$ cat config.mk
export PLATFORM = sky130hd
export DESIGN_NAME = psychic5_video_timing
export DESIGN_NICKNAME = d
export VERILOG_FILES = /design/src/rtl/psychic5_video_timing.sv
export SDC_FILE = /design/constraint.sdc
export NUM_CORES = 1
export LEC_CHECK = 0
export ABC_AREA = 1
export ABC_CLOCK_PERIOD_IN_PS = 6400
export BUFFER_PORTS_ARGS = -buffer_cell sky130_fd_sc_hd__buf_2
export CAP_MARGIN = 5
export CORE_MARGIN = 8
export CORE_UTILIZATION = 64
export CTS_CLUSTER_SIZE = 16
export DETAILED_ROUTE_END_ITERATION = 10
export PLACE_DENSITY_LB_ADDON = 0.05
export SYNTH_ARGS = -nofsm -noshare
export SYNTH_HDL_FRONTEND = slang
export SYNTH_SLANG_ARGS = --single-unit
$ cat constraint.sdc
create_clock -name i_EMU_MCLK -period 6.4 [get_ports i_EMU_MCLK]
set_clock_uncertainty 0.2 [all_clocks]
set_input_delay 0.32 -clock i_EMU_MCLK [delete_from_list [all_inputs] [get_ports i_EMU_MCLK]]
set_output_delay 0.32 -clock i_EMU_MCLK [all_outputs]
set_load 0.02 [all_outputs]
$ cat src/rtl/psychic5_video_timing.sv
// Psychic 5 raster timing: pixel-enable divider, H/V counters, registered syncs/blanks,
// with per-frame latching of refresh-mode, vertical-position and flip settings.
module psychic5_video_timing #(
    parameter int unsigned PXDIV       = 10,
    parameter int unsigned HVIS        = 256,
    parameter int unsigned HTOTAL0     = 384,
    parameter int unsigned VTOTAL0     = 264,
    parameter int unsigned VTOTAL_NTSC = 262,
    parameter int unsigned HS_START    = 288,
    parameter int unsigned HS_END      = 319,
    parameter int unsigned VVIS_START  = 16,
    parameter int unsigned VVIS_END    = 239,
    parameter int unsigned VS_BASE     = 248
) (
    input  logic       i_EMU_MCLK,
    input  logic       i_EMU_RST_n,
    input  logic       i_EMU_FLIP,
    input  logic [3:0] i_EMU_VPOS_ADJ,
    input  logic [1:0] i_EMU_PXCNTR_ADJ_MODE,
    input  logic [1:0] i_EMU_PXCNTR_ADJ_H,
    input  logic [2:0] i_EMU_PXCNTR_ADJ_V,
    output logic       o_PXCEN,
    output logic [8:0] o_HCOUNT,
    output logic [8:0] o_VCOUNT,
    output logic       o_HSYNC_n,
    output logic       o_VSYNC_n,
    output logic       o_HBLANK_n,
    output logic       o_VBLANK_n,
    output logic       o_FLIP,
    output logic       o_FRAME_START
);

    localparam int unsigned DIVW = (PXDIV > 1) ? $clog2(PXDIV) : 1;
    localparam logic [DIVW-1:0] DIV_LAST = DIVW'(PXDIV - 1);

    localparam logic [8:0] HVIS_W     = 9'(HVIS);
    localparam logic [8:0] HTOT0_W    = 9'(HTOTAL0);
    localparam logic [8:0] VTOT0_W    = 9'(VTOTAL0);
    localparam logic [8:0] VNTSC_W    = 9'(VTOTAL_NTSC);
    localparam logic [8:0] HS_START_W = 9'(HS_START);
    localparam logic [8:0] HS_END_W   = 9'(HS_END);
    localparam logic [8:0] VVS_W      = 9'(VVIS_START);
    localparam logic [8:0] VVE_W      = 9'(VVIS_END);
    localparam logic [8:0] VS_BASE_W  = 9'(VS_BASE);

    logic [DIVW-1:0] div_q, div_d;
    logic [8:0]      hcnt_q, hcnt_d, vcnt_q, vcnt_d;
    logic [8:0]      htot_q, htot_d, vtot_q, vtot_d;
    logic [8:0]      vs_start_q, vs_start_d;
    logic            pxcen_q, pxcen_d, fs_q, fs_d, flip_q, flip_d;
    logic            hsync_n_q, hsync_n_d, vsync_n_q, vsync_n_d;
    logic            hblank_n_q, hblank_n_d, vblank_n_q, vblank_n_d;

    logic       px_edge, line_end, frame_end;
    logic [8:0] htot_sel, vtot_sel, vs_sel;

    // Candidate timing from the OSD inputs; only taken at a frame boundary.
    always_comb begin
        htot_sel = HTOT0_W;
        vtot_sel = VTOT0_W;
        case (i_EMU_PXCNTR_ADJ_MODE)
            2'd1: vtot_sel = VNTSC_W;
            2'd2: begin
                htot_sel = HTOT0_W + {6'd0, i_EMU_PXCNTR_ADJ_H, 1'b0};
                vtot_sel = VNTSC_W + {6'd0, i_EMU_PXCNTR_ADJ_V};
            end
            default: ;
        endcase
        // vsync start = base + (adj - 8); adj 0 keeps the original position
        vs_sel = (i_EMU_VPOS_ADJ == 4'd0) ? VS_BASE_W
                                          : VS_BASE_W - 9'd8 + {5'd0, i_EMU_VPOS_ADJ};
    end

    always_comb begin
        px_edge   = (div_q == DIV_LAST);
        line_end  = (hcnt_q == htot_q - 9'd1);
        frame_end = line_end && (vcnt_q == vtot_q - 9'd1);

        div_d      = px_edge ? '0 : div_q + 1'b1;
        hcnt_d     = hcnt_q;
        vcnt_d     = vcnt_q;
        htot_d     = htot_q;
        vtot_d     = vtot_q;
        vs_start_d = vs_start_q;
        flip_d     = flip_q;
        pxcen_d    = 1'b0;
        fs_d       = 1'b0;
        hsync_n_d  = hsync_n_q;
        vsync_n_d  = vsync_n_q;
        hblank_n_d = hblank_n_q;
        vblank_n_d = vblank_n_q;

        if (px_edge) begin
            pxcen_d = 1'b1;
            hcnt_d  = line_end ? '0 : hcnt_q + 9'd1;
            if (line_end)
                vcnt_d = frame_end ? '0 : vcnt_q + 9'd1;
            if (frame_end) begin
                htot_d     = htot_sel;
                vtot_d     = vtot_sel;
                vs_start_d = vs_sel;
                flip_d     = i_EMU_FLIP;
                fs_d       = 1'b1;
            end
            hblank_n_d = (hcnt_d < HVIS_W);
            hsync_n_d  = !((hcnt_d >= HS_START_W) && (hcnt_d <= HS_END_W));
            vblank_n_d = (vcnt_d >= VVS_W) && (vcnt_d <= VVE_W);
            vsync_n_d  = !((vcnt_d >= vs_start_d) && (vcnt_d <= vs_start_d + 9'd2));
        end
    end

    always_ff @(posedge i_EMU_MCLK or negedge i_EMU_RST_n) begin
        if (!i_EMU_RST_n) begin
            div_q      <= '0;
            hcnt_q     <= '0;
            vcnt_q     <= '0;
            htot_q     <= HTOT0_W;
            vtot_q     <= VTOT0_W;
            vs_start_q <= VS_BASE_W;
            flip_q     <= 1'b0;
            pxcen_q    <= 1'b0;
            fs_q       <= 1'b0;
            hsync_n_q  <= 1'b1;
            vsync_n_q  <= 1'b1;
            hblank_n_q <= 1'b0;
            vblank_n_q <= 1'b0;
        end else begin
            div_q      <= div_d;
            hcnt_q     <= hcnt_d;
            vcnt_q     <= vcnt_d;
            htot_q     <= htot_d;
            vtot_q     <= vtot_d;
            vs_start_q <= vs_start_d;
            flip_q     <= flip_d;
            pxcen_q    <= pxcen_d;
            fs_q       <= fs_d;
            hsync_n_q  <= hsync_n_d;
            vsync_n_q  <= vsync_n_d;
            hblank_n_q <= hblank_n_d;
            vblank_n_q <= vblank_n_d;
        end
    end

    assign o_PXCEN       = pxcen_q;
    assign o_HCOUNT      = hcnt_q;
    assign o_VCOUNT      = vcnt_q;
    assign o_HSYNC_n     = hsync_n_q;
    assign o_VSYNC_n     = vsync_n_q;
    assign o_HBLANK_n    = hblank_n_q;
    assign o_VBLANK_n    = vblank_n_q;
    assign o_FLIP        = flip_q;
    assign o_FRAME_START = fs_q;

endmodule
==> run metrics <==
max-slew violations=0; RSZ-0062 raised after global routing=no; maximum vdd drop=around 110 µV; top-count cell post-synth=nand2_1; crit end category=register; routability cong.=about 0.97; share of cells above drive strength 1=about a fifth; clock net sink count=44; cell area power density=135 mW/mm²; Yosys cell types=40; maximum clock path buffer count=2; fin nets=between 500 and 600; die height=just under 90 µm; row cnt=26; num ports=39; ys flop type=dfrtp_1; Tot Pwr=~510 µW; # resized after CTS=0; Worst-Skew Late Latency=~0.3 ns; first-pass GRT wire length=13500 µm; CTS Hold Bufs=1; Slew HR=between 30% and 40%; CTS buffer count=5; Leak=2.00 nW; Yosys top cell by area=dfrtp_1; PortBufs=38; Max Freq=roughly 0.27 GHz; routed via count=between 3000 and 4000; Yosys top cell area share=between 20% and 30%; Yosys warnings=0; Worst Setup EP=o_VSYNC_n$_DFFE_PN1P_; htree depth=2; largest net degree at the start of global routing=45; DP HPWL=6190 µm; area grow syn2layout=10.9%; Final Setup Violations=0; via-per-instance ratio=roughly 5.5; reg-to-reg setup timing slack=about 2.7 ns; EDFF count, synth=0; Fin. Hold Viols=0; ys async rst share=between 90% and 100%; number of global-route vias before repair=2960; min-delay worst type=input pin to register; Worst EP required=about 6.4 ns; Setup Buffers After CTS=0; Post-Syn Area per Cell=7.31 µm²; initial antenna violation count=0; WL/cell=13.7 µm; DRC viols=0; CP arrival=roughly 3.7 ns; DRT Pass-1 Iters=5; diode count=0; Detail Route Antenna Nets=0; Yosys reg bits=44; Critical Path Start Type=register; Worst Tran Pin Value=0.962 ns; R2R cell count=23; fin crit period=3.68 ns; gr ovfl total=0; syn_nets=around 510; Max-Cap Viols=0; Die X=just under 90 µm; Worst Setup SP=vtot_q[1]$_DFFE_PN0P_; Worst-path clk slew=0.09 ns; Crit Reg-Reg Endpoint=o_VSYNC_n$_DFFE_PN1P_; CP max FO=9; die area=approximately 0.008 mm²; Fin Setup TNS=0 ns; Commonest cells post-synth=nand2_1, inv_1, dfrtp_1, nand3_1; cell count after synthesis=about 470; Seq/Total Area, Yosys=32.7%; Post-Syn Area=~0.0034 mm²; CTS root buf=clkbuf_8; Detailed Route WL=7890 µm; Tcrit/Tclk final=between 50 and 60%; r2r startpoint=vtot_q[1]$_DFFE_PN0P_; CTS tree=done; Starting Density=between 60% and 70%; top cells by area, synth=dfrtp_1, nand2_1, ha_1, inv_1, dfstp_2; status=completed; Core Box Area=a little over 0.005 mm²; First DRT Iteration DRCs=160; GRT Total Usage=21.5%; Crit Path Class=register to register
==> kinds of logic after synthesis <==
family	after synthesis	share of synthesized area (%)
AND/OR/NAND/NOR	233	33.9
AO/OA/AOI/OAI	62	10.1
XOR/XNOR	13	3.79
buffers and inverters	87	9.94
adder cells (fa/ha/maj)	26	9.57
flip-flops	44	32.7
==> worst min path at each step <==
| stage | cells past startpoint | end | start | slack [ns] |
|---|---|---|---|---|
| 3_3_place_gp | 2 | vs_start_q[8]$_DFFE_PN0P_ | vs_start_q[8]$_DFFE_PN0P_ | 0.25 |
| 3_5_place_dp | 2 | vs_start_q[8]$_DFFE_PN0P_ | vs_start_q[8]$_DFFE_PN0P_ | 0.26 |
| 5_1_grt | 3 | o_FLIP$_DFFE_PN0P_ | i_EMU_FLIP | 0.05 |
| 4_1_cts | 3 | o_FLIP$_DFFE_PN0P_ | i_EMU_FLIP | 0.03 |
| 2_1_floorplan | 0 | div_q[0]$_DFF_PN0_ | i_EMU_RST_n | -0.18 |
| 6_report | 3 | o_FLIP$_DFFE_PN0P_ | i_EMU_FLIP | 0.03 |
==> worst max-delay path, cell delays in order (launching register included) <==
cell	delay [ns]
dfrtp_1	0.43
nor3_1	0.25
ha_1	0.25
inv_1	0.06
nand2_1	0.05
nand2_1	0.07
nor2_1	0.10
nand2_1	0.09
nor2_4	0.11
nand3_4	0.13
nor2_8	0.20
nand2_1	0.09
o21ai_2	0.15
ha_1	0.31
nand3_1	0.10
nand2_1	0.07
nand2_1	0.05
ha_1	0.27
nand2_1	0.08
nor2_1	0.13
nand4_1	0.10
o2111ai_1	0.10
o21ai_0	0.10
a31oi_1	0.13
==> cells in the final DEF, fill, tap and decap left out, types with 3 or more instances in the layout <==
master	n
dfrtp_1	36
dfstp_2	8
inv_2	9
nand2_1	118
o21ai_0	32
nand3_1	33
nor2_1	32
nor2_4	5
clkbuf_8	5
a21oi_1	16
ha_1	26
xor2_1	7
inv_1	71
nand4_1	11
xnor2_1	4
nor2_2	7
nor3_1	7
nand2_2	3
nand2_4	4
buf_2	38
nand3b_1	4
==> power breakdown <==
group	total [mW]	internal (mW)	switching [mW]
combinational	0.0152	0.00504	0.0102
sequential	0.278	0.278	0
clock	0.216	0.116	0.100
total	0.509	0.399	0.111
==> flip-flops by register name, indices dropped and copies added (netlist names) <==
signal / cells
o_HBLANK_n: 1
o_VSYNC_n: 1
o_FRAME_START: 1
vs_start_q: 9
o_HSYNC_n: 1
o_PXCEN: 1
o_VBLANK_n: 1
o_HCOUNT: 9
o_FLIP: 1
o_VCOUNT: 9
htot_q: 2
vtot_q: 4
div_q: 4
==> metal layers <==
layer / up-vias / routed length, µm / GRT usage [%]
met5: - / 0 / 0
met4: 0 / 51 / 5.53
met3: 6 / 661 / 3.71
met2: 125 / 3580 / 35.0
met1: 1467 / 3600 / 28.6
li1: 1573 / - / -
==> cell type report <==
cell class,count,area (µm²)
inverters,80,300
well taps,70,87.6
clock buffers,5,68.8
clock inverters,3,42.5
multi-input cells,334,1950
flip-flops and latches,44,1110
fillers,422,1340
repair buffers,40,208
==> per-stage QoR <==
stage               setup slack, ns  hold WS, ns  std cells  util, %  instance area [µm²]
global route                   2.35       0.0504        576     73.8                 3770
CTS                            2.75       0.0271        576     73.8                 3770
global placement               2.92        0.251        567     71.4                 3650
finish                         2.72       0.0318        576     73.8                 3770
floorplan                      3.09       -0.176        465        -                 3400
detailed placement             2.77        0.260        567     71.4                 3650
No activity file was read; power rests on OpenSTA's default activity.
